## config.mk

```make
export PLATFORM = sky130hd
export DESIGN_NAME = ps2_cmd_sequencer
export DESIGN_NICKNAME = d
export VERILOG_FILES = /design/src/rtl/ps2_cmd_sequencer.sv
export SDC_FILE = /design/constraint.sdc
export NUM_CORES = 1
export LEC_CHECK = 0
export CAP_MARGIN = 0
export CORE_ASPECT_RATIO = 1.4
export CORE_MARGIN = 2
export CORE_UTILIZATION = 45
export CTS_CLUSTER_SIZE = 25
export DETAILED_ROUTE_END_ITERATION = 8
export PLACE_DENSITY_LB_ADDON = 0.08
export SLEW_MARGIN = 20
export SYNTH_ARGS = -nofsm -noshare
export SYNTH_HDL_FRONTEND = slang
export SYNTH_SLANG_ARGS = --single-unit
```

## constraint.sdc

```tcl
create_clock -name clk -period 2 [get_ports clk]
set_input_delay 0.3 -clock clk [delete_from_list [all_inputs] [get_ports clk]]
set_output_delay 0.3 -clock clk [all_outputs]
set_load 0.01 [all_outputs]
```

## src/rtl/ps2_cmd_sequencer.sv

```systemverilog
// rtl/ps2_cmd_sequencer.sv - PS/2 keyboard init / LED command sequencer with retries and timeouts
// Define PS2_LED_CMD_EN to build the LED-set command path; otherwise led_req/led_val are ignored.
module ps2_cmd_sequencer #(
   parameter int ACK_TIMEOUT = 100_000,
   parameter int BAT_TIMEOUT = 100_000_000,
   parameter int MAX_RETRY   = 3
) (
   input  logic       clk,
   input  logic       rst,
   input  logic       ps2_busy,
   input  logic       ps2_err,
   input  logic       read_data,
   input  logic [7:0] rx_data,
   output logic       write_data,
   output logic [7:0] tx_data,
   input  logic       init_req,
   input  logic       led_req,
   input  logic [2:0] led_val,
   output logic       led_ack,
   output logic       ready,
   output logic       error,
   output logic [7:0] rx_pass_data,
   output logic       rx_pass_valid
);
   localparam int TW = $clog2(BAT_TIMEOUT + 1);
   localparam int RW = (MAX_RETRY > 0) ? $clog2(MAX_RETRY + 1) : 1;

   typedef enum logic [3:0] {
      RST_TX, RST_ACK, WAIT_BAT, IDLE,
      LED_CMD_TX, LED_CMD_ACK, LED_VAL_TX, LED_VAL_ACK, FAIL
   } state_t;

   state_t        state_q;
   logic [TW-1:0] timer_q;
   logic [RW-1:0] retry_q;
   logic          write_data_q;
   logic [7:0]    tx_data_q;
   logic          ready_q;
   logic          error_q;
   logic [7:0]    rx_pass_data_q;
   logic          rx_pass_valid_q;
`ifdef PS2_LED_CMD_EN
   logic          led_ack_q;
   logic [2:0]    led_val_q;
`endif

   logic ack_ok, ack_retry, retry_left;

   // An FA wins over a timeout or core error landing in the same cycle.
   assign ack_ok     = read_data && (rx_data == 8'hFA);
   assign ack_retry  = (read_data && (rx_data == 8'hFE)) || ps2_err || (timer_q == TW'(ACK_TIMEOUT));
   assign retry_left = retry_q < RW'(MAX_RETRY);

   always_ff @(posedge clk or negedge rst) begin
      if (!rst) begin
         state_q         <= RST_TX;
         timer_q         <= '0;
         retry_q         <= '0;
         write_data_q    <= 1'b0;
         tx_data_q       <= 8'h00;
         ready_q         <= 1'b0;
         error_q         <= 1'b0;
         rx_pass_data_q  <= 8'h00;
         rx_pass_valid_q <= 1'b0;
`ifdef PS2_LED_CMD_EN
         led_ack_q       <= 1'b0;
         led_val_q       <= 3'b000;
`endif
      end else begin
         write_data_q    <= 1'b0;
         rx_pass_valid_q <= 1'b0;
`ifdef PS2_LED_CMD_EN
         led_ack_q       <= 1'b0;
`endif
         if (timer_q != '1) timer_q <= timer_q + 1'b1;

         case (state_q)
            RST_TX: if (!ps2_busy) begin
               write_data_q <= 1'b1;
               tx_data_q    <= 8'hFF;
               state_q      <= RST_ACK;
               timer_q      <= '0;
            end
            RST_ACK: if (ack_ok) begin
               state_q <= WAIT_BAT;
               timer_q <= '0;
               retry_q <= '0;
            end else if (ack_retry) begin
               timer_q <= '0;
               if (retry_left) begin
                  retry_q <= retry_q + 1'b1;
                  state_q <= RST_TX;
               end else begin
                  state_q <= FAIL;
                  error_q <= 1'b1;
               end
            end
            WAIT_BAT: if (read_data && (rx_data == 8'hAA)) begin
               state_q <= IDLE;
               ready_q <= 1'b1;
               timer_q <= '0;
            end else if ((read_data && (rx_data == 8'hFC)) || (timer_q == TW'(BAT_TIMEOUT))) begin
               state_q <= FAIL;
               error_q <= 1'b1;
               timer_q <= '0;
            end
            IDLE: if (init_req) begin
               state_q <= RST_TX;
               ready_q <= 1'b0;
               timer_q <= '0;
               retry_q <= '0;
`ifdef PS2_LED_CMD_EN
            // led_req is still high while led_ack is visible; do not re-serve it then.
            end else if (led_req && !led_ack_q) begin
               led_val_q <= led_val;
               state_q   <= LED_CMD_TX;
               ready_q   <= 1'b0;
               timer_q   <= '0;
               retry_q   <= '0;
`endif
            end else if (read_data) begin
               rx_pass_valid_q <= 1'b1;
               rx_pass_data_q  <= rx_data;
            end
`ifdef PS2_LED_CMD_EN
            LED_CMD_TX: if (!ps2_busy) begin
               write_data_q <= 1'b1;
               tx_data_q    <= 8'hED;
               state_q      <= LED_CMD_ACK;
               timer_q      <= '0;
            end
            LED_CMD_ACK: if (ack_ok) begin
               state_q <= LED_VAL_TX;
               timer_q <= '0;
               retry_q <= '0;
            end else if (ack_retry) begin
               timer_q <= '0;
               if (retry_left) begin
                  retry_q <= retry_q + 1'b1;
                  state_q <= LED_CMD_TX;
               end else begin
                  state_q <= FAIL;
                  error_q <= 1'b1;
               end
            end
            LED_VAL_TX: if (!ps2_busy) begin
               write_data_q <= 1'b1;
               tx_data_q    <= {5'b00000, led_val_q};
               state_q      <= LED_VAL_ACK;
               timer_q      <= '0;
            end
            LED_VAL_ACK: if (ack_ok) begin
               state_q   <= IDLE;
               ready_q   <= 1'b1;
               led_ack_q <= 1'b1;
               timer_q   <= '0;
               retry_q   <= '0;
            end else if (ack_retry) begin
               timer_q <= '0;
               if (retry_left) begin
                  retry_q <= retry_q + 1'b1;
                  state_q <= LED_VAL_TX;
               end else begin
                  state_q <= FAIL;
                  error_q <= 1'b1;
               end
            end
`endif
            FAIL: if (init_req) begin
               state_q <= RST_TX;
               error_q <= 1'b0;
               timer_q <= '0;
               retry_q <= '0;
            end
            default: begin
               state_q <= RST_TX;
               ready_q <= 1'b0;
               timer_q <= '0;
               retry_q <= '0;
            end
         endcase
      end
   end

   assign write_data    = write_data_q;
   assign tx_data       = tx_data_q;
   assign ready         = ready_q;
   assign error         = error_q;
   assign rx_pass_data  = rx_pass_data_q;
   assign rx_pass_valid = rx_pass_valid_q;
`ifdef PS2_LED_CMD_EN
   assign led_ack       = led_ack_q;
`else
   logic unused_led;
   assign unused_led    = ^{led_req, led_val};
   assign led_ack       = 1'b0;
`endif
endmodule

```

# Word level (Yosys, flattened, before mapping)
# Index checks and enable logic that the tools add are counted.
dict set report classes {
  add_sub_neg 2
  n_lt_le_gt_ge 1
  n_eq_ne 24
  muxes 35
  n_bitwise 4
  n_reduce_logical 18
}
# op count
set op_table {}
lappend op_table {{$mux W27} 7}
lappend op_table {{$pmux W27 S4} 1}
lappend op_table {{$eq A8 B8 Y1 const B} 4}
lappend op_table {{$mux W4} 7}
lappend op_table {{$add A27 B1 Y27 const B} 1}
lappend op_table {{$eq A27 B17 Y1 const B} 1}
lappend op_table {{$eq A27 B27 Y1 const B} 1}
lappend op_table {{$ne A27 B27 Y1 const B} 1}
lappend op_table {{$ne A2 B2 Y1 const B} 9}
lappend op_table {{$pmux W4 S4} 1}
lappend op_table {{$mux W1} 12}
lappend op_table {{$ne A3 B3 Y1 const B} 3}
lappend op_table {{$eq A4 B2 Y1 const B} 2}
lappend op_table {{$mux W2} 4}
lappend op_table {{$reduce_and A4 Y1} 2}
lappend op_table {{$reduce_and A7 Y1} 1}
lappend op_table {{$pmux W1 S3} 2}
lappend op_table {{$pmux W2 S3} 1}
lappend op_table {{$reduce_and A3 Y1} 2}
lappend op_table {{$eq A4 B1 Y1 const B} 1}
lappend op_table {{$eq A4 B4 Y1 const B} 1}
lappend op_table {{$logic_and A1 B1 Y1} 4}
lappend op_table {{$logic_not A4 Y1} 1}
lappend op_table {{$not A1 Y1} 4}
lappend op_table {{other kinds (8)} 11}
dict set report totals {
  regBits 46
  input_bits 18
  out_inout_bits 21
  elab_cells 93
}

# Depth between registers and ports, before layout
# Gate-level depths: netlist of run 1.
dict set report depth {
  ltp_word 7
  mapped_depth 8
  ltp_nobuf 7
}

# Worst setup path before layout of run 1
# Ideal clock, no wire load.
dict set report synth_path {
  kind {flip-flop to flip-flop}
  startpoint {register timer_q[3]}
  endpoint {register state_q[0]}
  setup_time_ns 0.125
  arrival_ns 2.002
  t_required_ns 1.875
  slack_ns -0.126
  stages_incl_launch_ff 6
  path_buffers 0
  synth_period_minus_slack_ns 2.126
  cell_sequence {dfrtp_1 > or4_1 > nor3_2 > a211oi_2 > a221oi_4 > mux2_2}
}
dict set report synth_between {
  elab_chain_cells 4
  word_cells_on_any_way 7
  cone_classes {eq/ne (4); reduce/logical (3)}
}
# item line
set synth_lines {}
lappend synth_lines {{from (decl)} 34} ;# logic [TW-1:0] timer_q;
lappend synth_lines {{from (signal assigned)} 75} ;# if (timer_q != '1) timer_q <= timer_q + 1'b1;
lappend synth_lines {{$eq A27 B27 Y1 or $eq A27 B17 Y1 (tied branches)} {102, 51}}
lappend synth_lines {{$logic_or A1 B1 Y1, on equally long branches} {102, 51}}
lappend synth_lines {{$ne A3 B3 Y1 (no line)} --}
lappend synth_lines {{$reduce_and A4 Y1 (no line) (*)} --}
lappend synth_lines {{to (signal assigned)} 99} ;# state_q <= IDLE;
lappend synth_lines {{to (signal assigned)} 103} ;# state_q <= FAIL;
lappend synth_lines {{to (signal assigned)} 108} ;# state_q <= RST_TX;
lappend synth_lines {{to (decl)} 33} ;# state_t state_q;
# Every way passes the cells marked *; elsewhere a longest branch is shown, timed or not.
# A chain may end at the register's enable or synchronous reset.

# Worst setup path in the final report of run 1
dict set report layout_path {
  startpoint {register timer_q[4]}
  endpoint {register state_q[0]}
}
# Same word-level chain as after synthesis.

==> results of run 1 <==
how the worst max path moves through the flow:
stage | from | end | slack, ps | cells past startpoint
after floorplan | timer_q[6]$_DFF_PN0_ | state_q[0]$_DFFE_PN0P_ | -120 | 5
after global placement | rx_data[5] | timer_q[15]$_DFF_PN0_ | -330 | 8
after detailed placement | rx_data[5] | timer_q[4]$_DFF_PN0_ | -400 | 8
after CTS | timer_q[17]$_DFF_PN0_ | state_q[0]$_DFFE_PN0P_ | -170 | 6
after global routing | timer_q[4]$_DFF_PN0_ | state_q[1]$_DFFE_PN0P_ | -300 | 7
final | timer_q[4]$_DFF_PN0_ | state_q[0]$_DFFE_PN0P_ | -200 | 6
power groups by stage:
stage	Clock, mW	Combinational [mW]	Sequential (mW)
2_1_floorplan	0	0.429	1.06
3_3_place_gp	0	0.752	1.05
3_5_place_dp	0	0.761	1.05
4_1_cts	0.640	0.835	1.03
5_1_grt	0.680	0.924	1.04
6_report	0.620	0.841	1.03
worst register-to-register path: cells and delay by family (launching register included):
family	cells	cell delay (ps)
AND/OR/NAND/NOR	2	810
multiplexers	1	290
flip-flops	1	390
buffers and inverters	1	170
AO/OA/AOI/OAI	2	440
logic make-up (layout without fill, tap and decap cells):
logic type                 after synthesis  count (layout)  synth area share [%]
AOI/OAI and AO/OA                       55              55                  14.7
xor gates and xnor gates                17              17                  5.56
adders and majority gates                3               3                  1.40
buffers and inverters                   35             121                  6.68
DFF                                     45              45                  42.0
muxes                                   13              13                  5.32
other                                    1               1                 0.140
and+or+nand+nor                        113             113                  24.1
flip-flops by register name, indices dropped and copies added (netlist names):
signal / count
error: 1
ready: 1
retry_q: 2
rx_pass_data: 8
rx_pass_valid: 1
state_q: 3
timer_q: 27
tx_data: 1
write_data: 1
final cells by class:
cell class,count,area share [%]
inverter,12,1.23
multi-input combinational,202,39.5
timing repair buffer,101,23.3
clock inverter,1,0.137
clock buffer,7,2.64
tap,70,2.40
sequential,45,30.9
stage by stage:
step	hold WS, ps	instance area (sq um)	TNS, ps	std cells	power, mW
5_1_grt	521	3650	-7890	438	2.64
6_report	471	3650	-3960	438	2.49
3_3_place_gp	271	3470	-9950	425	1.80
2_1_floorplan	4.41	2730	-1200	282	1.49
4_1_cts	491	3640	-3110	438	2.51
3_5_place_dp	271	3470	-11650	425	1.81
cells in the mapped netlist, drive strengths merged, types with 3 or more instances:
cell type  instances  area share (%)
dfrtp             45              42
nor2              25             3.5
nand2             18             2.5
a21oi             14             2.6
buf               13             3.6
nand3             13             2.4
xnor2             13             4.3
inv               12             1.7
clkbuf            10             1.4
mux2              10             4.2
a31oi              9             2.1
nand4              9             2.1
o21ai              9             1.7
and4               7             2.3
or3                6             1.4
and3               5             1.2
a211oi             4             1.3
a311oi             4             1.3
nor4               4            0.93
nor4b              4             1.3
xor2               4             1.3
ha                 3             1.4
mux2i              3             1.1
nand3b             3            0.84
nor3b              3            0.84
o41ai              3            0.98
per-layer routing:
metal	part of all wire (%)	vias to the layer above	routed length, microns	GRT usage, %
li1	-	1203	-	-
met1	43	1187	2930	27.3
met2	53	54	3630	42.1
met3	2.8	11	192	3.28
met4	1.9	0	133	7.19
met5	0	-	0	0
what timing repair did:
action / in CTS / in global routing
endpoints found under the hold margin: 17 / 0
pin swaps: 4 / 1
endpoints found under the setup margin: 33 / 33
hold buffers: 1 / 0
gates resized for setup: 8 / 1
gates cloned: 0 / 0
setup buffers: 4 / 0
==> impl_metrics.tcl, run 1 <==
set metrics [dict create \
    grt_pass1_wl_microns 12000 \
    wl_per_cell_microns 15.7 \
    via_per_inst 5.61 \
    route.detailed.drc 0 \
    cts_inserted_buffers 5 \
    reg2reg_from "timer_q[4]$_DFF_PN0_" \
    power.leakage_nw 1.56 \
    sequentialPowerShare_pct 41.4 \
    netlist-cell-type-count 52 \
    internal_power_mw 1.72 \
    fp-row-count 33 \
    r2r_cells 6 \
    synth_nets 303 \
    run_status "finished, violations left" \
    post-place-ws_ps -398 \
    netlist_area_sq_um 2680 \
    nNetsFinal 388 \
    dr.pass1.iters 4 \
    die_x_microns 69.2 \
    drtIter0Drc 121 \
    drtAntennaViolNets 0 \
    grt_use_total_pct 22.8 \
    final-max-slew-violation-count 0 \
    switchingPower_mw 0.768 \
    cpPeakStageDelay_ps 540 \
    power_density_nw_per_um2 682 \
    min_period_over_period_pct 110 \
    synth_edf_count 0 \
    cp_top_family "simple AND/OR/NAND/NOR gates" \
    hold_path.class "in -> async" \
    crit_fanout 2 \
    swShare_pct 30.8 \
    gr-total-overflow 0 \
    async_reset_ff_share_pct 100 \
    setup-violations-final 32 \
    cp-end-kind "flop" \
    postSynthCellCount 282 \
    synth_ff_type "dfrtp_1" \
    wl_microns 6880 \
    setup_slack_ps -204 \
    ys_ff_latch 45 \
    max_freq_mhz 454 \
    fillers 525 \
    r2r_setup_slack_ps -200 \
    die_h_microns 95.3 \
    cts_tree "yes" \
    p_clk_share_pct 24.9 \
    seq_area_frac_synth_pct 42.0 \
    ir_worst_vdd_mv 0.460 \
    core_area_sq_um 5820 \
    register_area_sq_um 1130 \
    rsz0062_at_grt "yes" \
    cts-root-buf "clkbuf_8" \
    globalplace.congestion 0.908 \
    crit_required_ps 2180 \
    drive_gt1_share_pct 27.7 \
    multi_input_area_sq_um 1440 \
    clock_latency_ps 290 \
    final_common_cell "buf_4" \
    max-clock-path-buffers 2 \
    maxCapViolations 0 \
    grt_pass1_vias 2438 \
    path_cells "or4_4 -> nor3_4 -> a211oi_2 -> a221oi_4 -> buf_4 -> mux2_4" \
    num_antenna_cells 0 \
    critical_path.slowest_cell "or4_4" \
    path_class "reg -> reg" \
    yosys_warnings 0 \
    final_cell_mix "65 x buf_4, 45 x dfrtp_1, 32 x clkdlybuf4s50_1, 25 x nor2_1, 18 x nand2_1" \
    failed_checks "setup timing" \
    combPwrFrac_pct 33.7 \
    vias 2455 \
    cts_max_level 2 \
    hpwl_microns 5270 \
    r2r-end "state_q[0]$_DFFE_PN0P_" \
    ioPinCount 39 \
    finalCoreUtilization_pct 62.7 \
    clkTransAtPathRegs_ps 80 \
    initial_core_util_pct 46.0 \
    clock_sinks 45 \
    cp_num_buf_inv 1 \
    setup.worst_path.start_class "flop" \
    io_buffers 33 \
    die_area_sq_um 6600 \
    finalHoldViolCount 0 \
    area_delta_synth_final_pct 36.2 \
    antenna_found_initial 0 \
    grt_start_max_net_pins 20 \
    fin_skew_ps 3.39 \
    arrival_ps 2390 \
    fin_crit_ps 2200 \
    syn_avg_cell_area_sq_um 9.50 \
]
No activity file was read; power rests on OpenSTA's default activity.
==> inputs of run 2 (changes only) <==
clock period = 2.4 ns   (was 2 ns; I/O delays follow)
==> run 2 against run 1 <==
The run now ends clean; global-route usage fell by 2.4 points; core utilization fell by 6.0 points; via count fell by 6.4%; combinational power fell by 32%; clock skew rose by 4.6 ps; worst setup slack improved by 330 ps; die area did not move; largest cell class unchanged.
==> impl_metrics.tcl, run 2 (same netlist as run 1, synthesis figures left out) <==
set metrics [dict create \
    fillers 527 \
    critPathMostFrequentCell "and4_1" \
    core_area_sq_um 5820 \
    cp_num_buf_inv 0 \
    drtIter0Drc 147 \
    arrival_ps 2500 \
    path_class "reg -> reg" \
    finalHoldViolCount 0 \
    crit_required_ps 2630 \
    cp_num_cells 6 \
    fp-row-count 33 \
    die_area_sq_um 6600 \
    nNetsFinal 349 \
    reg2reg_from "timer_q[0]$_DFF_PN0_" \
    register_area_sq_um 1130 \
    run_status "finished clean" \
    max-clock-path-buffers 2 \
    die_x_microns 69.2 \
    final_cell_mix "45 x dfrtp_1, 32 x clkdlybuf4s50_1, 27 x buf_4, 25 x nor2_1, 18 x nand2_1" \
    power.leakage_nw 1.36 \
    setup.worst_path.start_class "flop" \
    globalplace.congestion 0.863 \
    fin_skew_ps 8.04 \
    wl_microns 6390 \
    largest_reg_flops 27 \
    r2r_setup_slack_ps 130 \
    critical_path.slowest_cell "or4b_1" \
    setup_slack_ps 129 \
    drive_gt1_share_pct 16.1 \
    num_antenna_cells 0 \
    min_period_over_period_pct 94.6 \
    ir_worst_vdd_mv 0.315 \
    route.detailed.drc 0 \
    final_common_cell "dfrtp_1" \
    clock_sinks 45 \
    initial_core_util_pct 46.0 \
    power_density_nw_per_um2 617 \
    rsz0062_at_grt "no" \
    crit_fanout 7 \
    fin_crit_ps 2270 \
    cp_top_family "simple AND/OR/NAND/NOR gates" \
    gr-total-overflow 0 \
    grt_pass1_vias 2168 \
    regMostFlops "timer_q" \
    drtAntennaViolNets 0 \
    cts_inserted_buffers 5 \
    hold_path.class "reg -> reg" \
    post-place-ws_ps -67.1 \
    fin_tns_setup_ps 0 \
    clkTransAtPathRegs_ps 90 \
    hpwl_microns 4730 \
    antenna_found_initial 0 \
    ioPinCount 39 \
    wl_per_cell_microns 16.0 \
    grt_pass1_wl_microns 10800 \
    vias 2297 \
    cp-end-kind "flop" \
    clock_latency_ps 300 \
    r2r-end "timer_q[19]$_DFF_PN0_" \
    dr.pass1.iters 5 \
    path_cells "ha_1 -> and4_1 -> and4_1 -> a31oi_1 -> or4b_1 -> a21oi_1" \
    r2r_cells 6 \
    multi_input_area_sq_um 1370 \
    via_per_inst 5.76 \
    cts_tree "yes" \
    place_area_sq_um 3170 \
    final-max-slew-violation-count 0 \
    io_buffers 33 \
    crit_start "timer_q[0]$_DFF_PN0_" \
    holdWs_ps 508 \
    area_delta_synth_final_pct 23.3 \
    final_area_sq_um 3300 \
    die_h_microns 95.3 \
    setup-violations-final 0 \
    cpPeakStageDelay_ps 480 \
    max_freq_mhz 440 \
    cts-root-buf "clkbuf_8" \
    crit_path_end "timer_q[19]$_DFF_PN0_" \
    grt_start_max_net_pins 19 \
    grt_use_total_pct 20.4 \
    cts_max_level 2 \
    maxCapViolations 0 \
]
[run 2: changes by cell type in the layout (fill, tap and decap cells not counted), sizes merged]
cell      delta
buf         -39
bufinv       +1
clkbuf       -1
clkinv       -1
clkinvlp     +1
[run 2: cell type report]
cell class                      count  area share (%)
Sequential cell                    45            34.1
Tap cell                           70            2.65
Inverter                           12            1.36
Multi-Input combinational cell    202            41.6
Clock inverter                      2            1.14
Timing Repair Buffer               62            16.6
Clock buffer                        6            2.50
[run 2: report_power, final]
part,leakage [nW],switching [mW],total (mW),internal (mW)
sequential,0.613,0.0425,0.859,0.816
clock,0.0574,0.269,0.607,0.339
combinational,0.689,0.304,0.570,0.266
[run 2: how the worst min path moves through the flow]
stage / cells past startpoint / from / endpoint / slack, ps
2_1_floorplan: 0 / rst / error$_DFFE_PN0P_ / 60
3_3_place_gp: 1 / rst / rx_pass_valid$_DFF_PN0_ / 310
3_5_place_dp: 1 / rst / rx_pass_valid$_DFF_PN0_ / 320
4_1_cts: 1 / rx_pass_data[7]$_DFFE_PN0P_ / rx_pass_data[7]$_DFFE_PN0P_ / 510
5_1_grt: 1 / rx_pass_data[5]$_DFFE_PN0P_ / rx_pass_data[5]$_DFFE_PN0P_ / 530
6_report: 1 / rx_pass_data[7]$_DFFE_PN0P_ / rx_pass_data[7]$_DFFE_PN0P_ / 510
[run 2: metal layers]
metal	track usage (%)	share of wire (%)	routed length [microns]
met3	3.17	3.7	235
met4	6.70	1.7	107
met2	36.8	53	3360
met1	24.9	42	2690
met5	0	0	0
[run 2: stage by stage]
| stage | std cells | util, % | power [mW] |
|---|---|---|---|
| finish | 399 | 56.7 | 2.04 |
| global route | 399 | 56.7 | 2.16 |
| CTS | 399 | 56.7 | 2.05 |
| detailed placement | 390 | 54.4 | 1.44 |
| global placement | 390 | 54.4 | 1.43 |
| floorplan | 282 | - | 1.23 |
[run 2: timing repair]
action | CTS | global route
setup buffers | 0 | 0
endpoints found under the setup margin | 0 | 14
gates resized for setup | 0 | 1
endpoints found under the hold margin | 16 | 0
hold buffers | 1 | 0
==> inputs of run 3 (changes only) <==
CORE_ASPECT_RATIO = 1.25   (was 1.4)
==> run 3 against run 2 <==
The flow now finishes with violations (hold timing); die area hardly changed; sequential power hardly changed; non-clock buffer count is 3 lower; worst setup slack worse by 5.1 ps; routed wire length is 0.39% lower; total power is 6.9% lower; worst hold slack worse by 510 ps; largest cell class unchanged.
==> impl_metrics.tcl, run 3 (same netlist as run 1, synthesis figures left out) <==
set metrics [dict create \
    final_cell_mix "45 x dfrtp_1, 32 x clkdlybuf4s50_1, 25 x nor2_1, 25 x buf_4, 18 x nand2_1" \
    cp_top_family "simple AND/OR/NAND/NOR gates" \
    combPwrFrac_pct 29.4 \
    dr.pass1.iters 4 \
    die_x_microns 73.0 \
    cp-end-kind "flop" \
    power_mw 1.90 \
    io_buffers 33 \
    route.detailed.drc 0 \
    ioPinCount 39 \
    cp_num_buf_inv 0 \
    grt_start_max_net_pins 21 \
    grt_use_total_pct 20.3 \
    setup-violations-final 0 \
    hold_path.class "in -> async" \
    crit_required_ps 2600 \
    fin_skew_ps 7.41 \
    nNetsFinal 346 \
    cts-root-buf "clkbuf_8" \
    finalHoldViolCount 2 \
    fp-row-count 31 \
    die_area_sq_um 6590 \
    cts_hold_buffers 0 \
    path_class "reg -> reg" \
    core_area_sq_um 5780 \
    power_density_nw_per_um2 584 \
    p_clk_share_pct 25.3 \
    dr_wl_met2_microns 3240 \
    gr-total-overflow 0 \
    crit_fanout 4 \
    arrival_ps 2470 \
    drive_gt1_share_pct 15.6 \
    final_common_cell "dfrtp_1" \
    cts_max_level 2 \
    wl_per_cell_microns 16.2 \
    globalplace.congestion 0.874 \
    num_antenna_cells 0 \
    path_cells "or4_1 -> nor3_4 -> a31oi_1 -> a221oi_4 -> mux2_2" \
    largest_reg_flops 27 \
    cts_tree "yes" \
    cpPeakStageDelay_ps 590 \
    holdWs_ps -2.88 \
    wl_met1_microns 2750 \
    grt_pass1_vias 2305 \
    final-max-slew-violation-count 0 \
    hpwl_microns 4650 \
    vias 2328 \
    wl_microns 6370 \
    max_freq_mhz 439 \
    area_delta_synth_final_pct 21.3 \
    internal_power_mw 1.28 \
    via_per_inst 5.94 \
    maxCapViolations 0 \
    ir_worst_vdd_mv 0.259 \
    die_h_microns 90.3 \
    swShare_pct 32.5 \
    switchingPower_mw 0.617 \
    final_area_sq_um 3250 \
    sequentialPowerShare_pct 45.3 \
    drtIter0Drc 102 \
    initial_core_util_pct 46.4 \
    antenna_found_initial 0 \
    regMostFlops "timer_q" \
    clock_latency_ps 300 \
    wl_met3_microns 236 \
    grt_pass1_wl_microns 10600 \
    rsz0062_at_grt "no" \
    critical_path.slowest_cell "or4_1" \
    place_area_sq_um 3150 \
    failed_checks "hold timing" \
    drtAntennaViolNets 0 \
    setup.worst_path.start_class "flop" \
    fin_crit_ps 2280 \
    run_status "finished, violations left" \
    clock_sinks 45 \
    top_layer "met4" \
    power.leakage_nw 1.33 \
    cts_inserted_buffers 5 \
    fin_tns_setup_ps 0 \
    clkTransAtPathRegs_ps 90 \
    max-clock-path-buffers 2 \
    min_period_over_period_pct 94.8 \
]
[run 3: cell count changes in the layout (fill, tap and decap cells not counted), sizes merged]
| cell | delta |
|---|---|
| buf | -2 |
| bufinv | -1 |
| clkbuf | -1 |
| clkinv | +1 |
| dlygate4sd3 | -1 |
| inv | +1 |
[run 3: path summary, 6_finish.rpt]
kind | from | endpoint | slack [ps] | cells past startpoint
worst max register to register | timer_q[3]$_DFF_PN0_ | state_q[0]$_DFFE_PN0P_ | 120 | 5
worst max-delay path | timer_q[3]$_DFF_PN0_ | state_q[0]$_DFFE_PN0P_ | 120 | 5
worst min register to register | rx_pass_data[6]$_DFFE_PN0P_ | rx_pass_data[6]$_DFFE_PN0P_ | 510 | 1
worst min-delay path | rst | tx_data[0]$_DFFE_PN0P_ | -3 | 1
min in group clk | rx_pass_data[6]$_DFFE_PN0P_ | rx_pass_data[6]$_DFFE_PN0P_ | 510 | 1
max in group asynchronous | rst | timer_q[24]$_DFF_PN0_ | 1800 | 2
[run 3: timing repair]
item,CTS,global route
gates resized for setup,0,2
buffers inserted,0,0
setup endpoints to repair,0,17
[run 3: stage by stage]
stage	std cells	setup slack [ps]	util [%]	hold slack, ps
2_1_floorplan	282	274	-	64.4
3_3_place_gp	384	-5.21	54.5	340
3_5_place_dp	384	-40.0	54.5	351
4_1_cts	392	93.3	56.0	13.0
5_1_grt	392	14.6	56.2	21.5
6_report	392	124	56.2	-2.88
[run 3: worst register-to-register path, delay by kind of cell (launching register included)]
kind,cells,cell delay (ps)
and+or+nand+nor,2,850
muxes,1,380
AOI/OAI and AO/OA,2,570
DFF,1,380
[run 3: final cells by class]
type,count,area [sq um]
flip-flops and latches,45,1130
inverters,12,45.0
repair buffers,59,524
multi-input cells,202,1380
clock inverters,3,21.3
clock buffers,5,68.8
fillers,527,2530
well taps,66,82.6
[run 3: layer usage]
layer	vias to the layer above	global-route usage, %
met5	-	0
met4	0	7.56
met3	13	3.35
met2	73	34.1
met1	1123	25.7
li1	1119	-
[run 3: power by group through the flow]
stage | logic, mW | registers (mW) | clock network, mW
floorplan | 0.347 | 0.886 | 0
global placement | 0.549 | 0.871 | 0
detailed placement | 0.551 | 0.873 | 0
CTS | 0.553 | 0.858 | 0.506
global route | 0.618 | 0.864 | 0.537
finish | 0.558 | 0.859 | 0.479
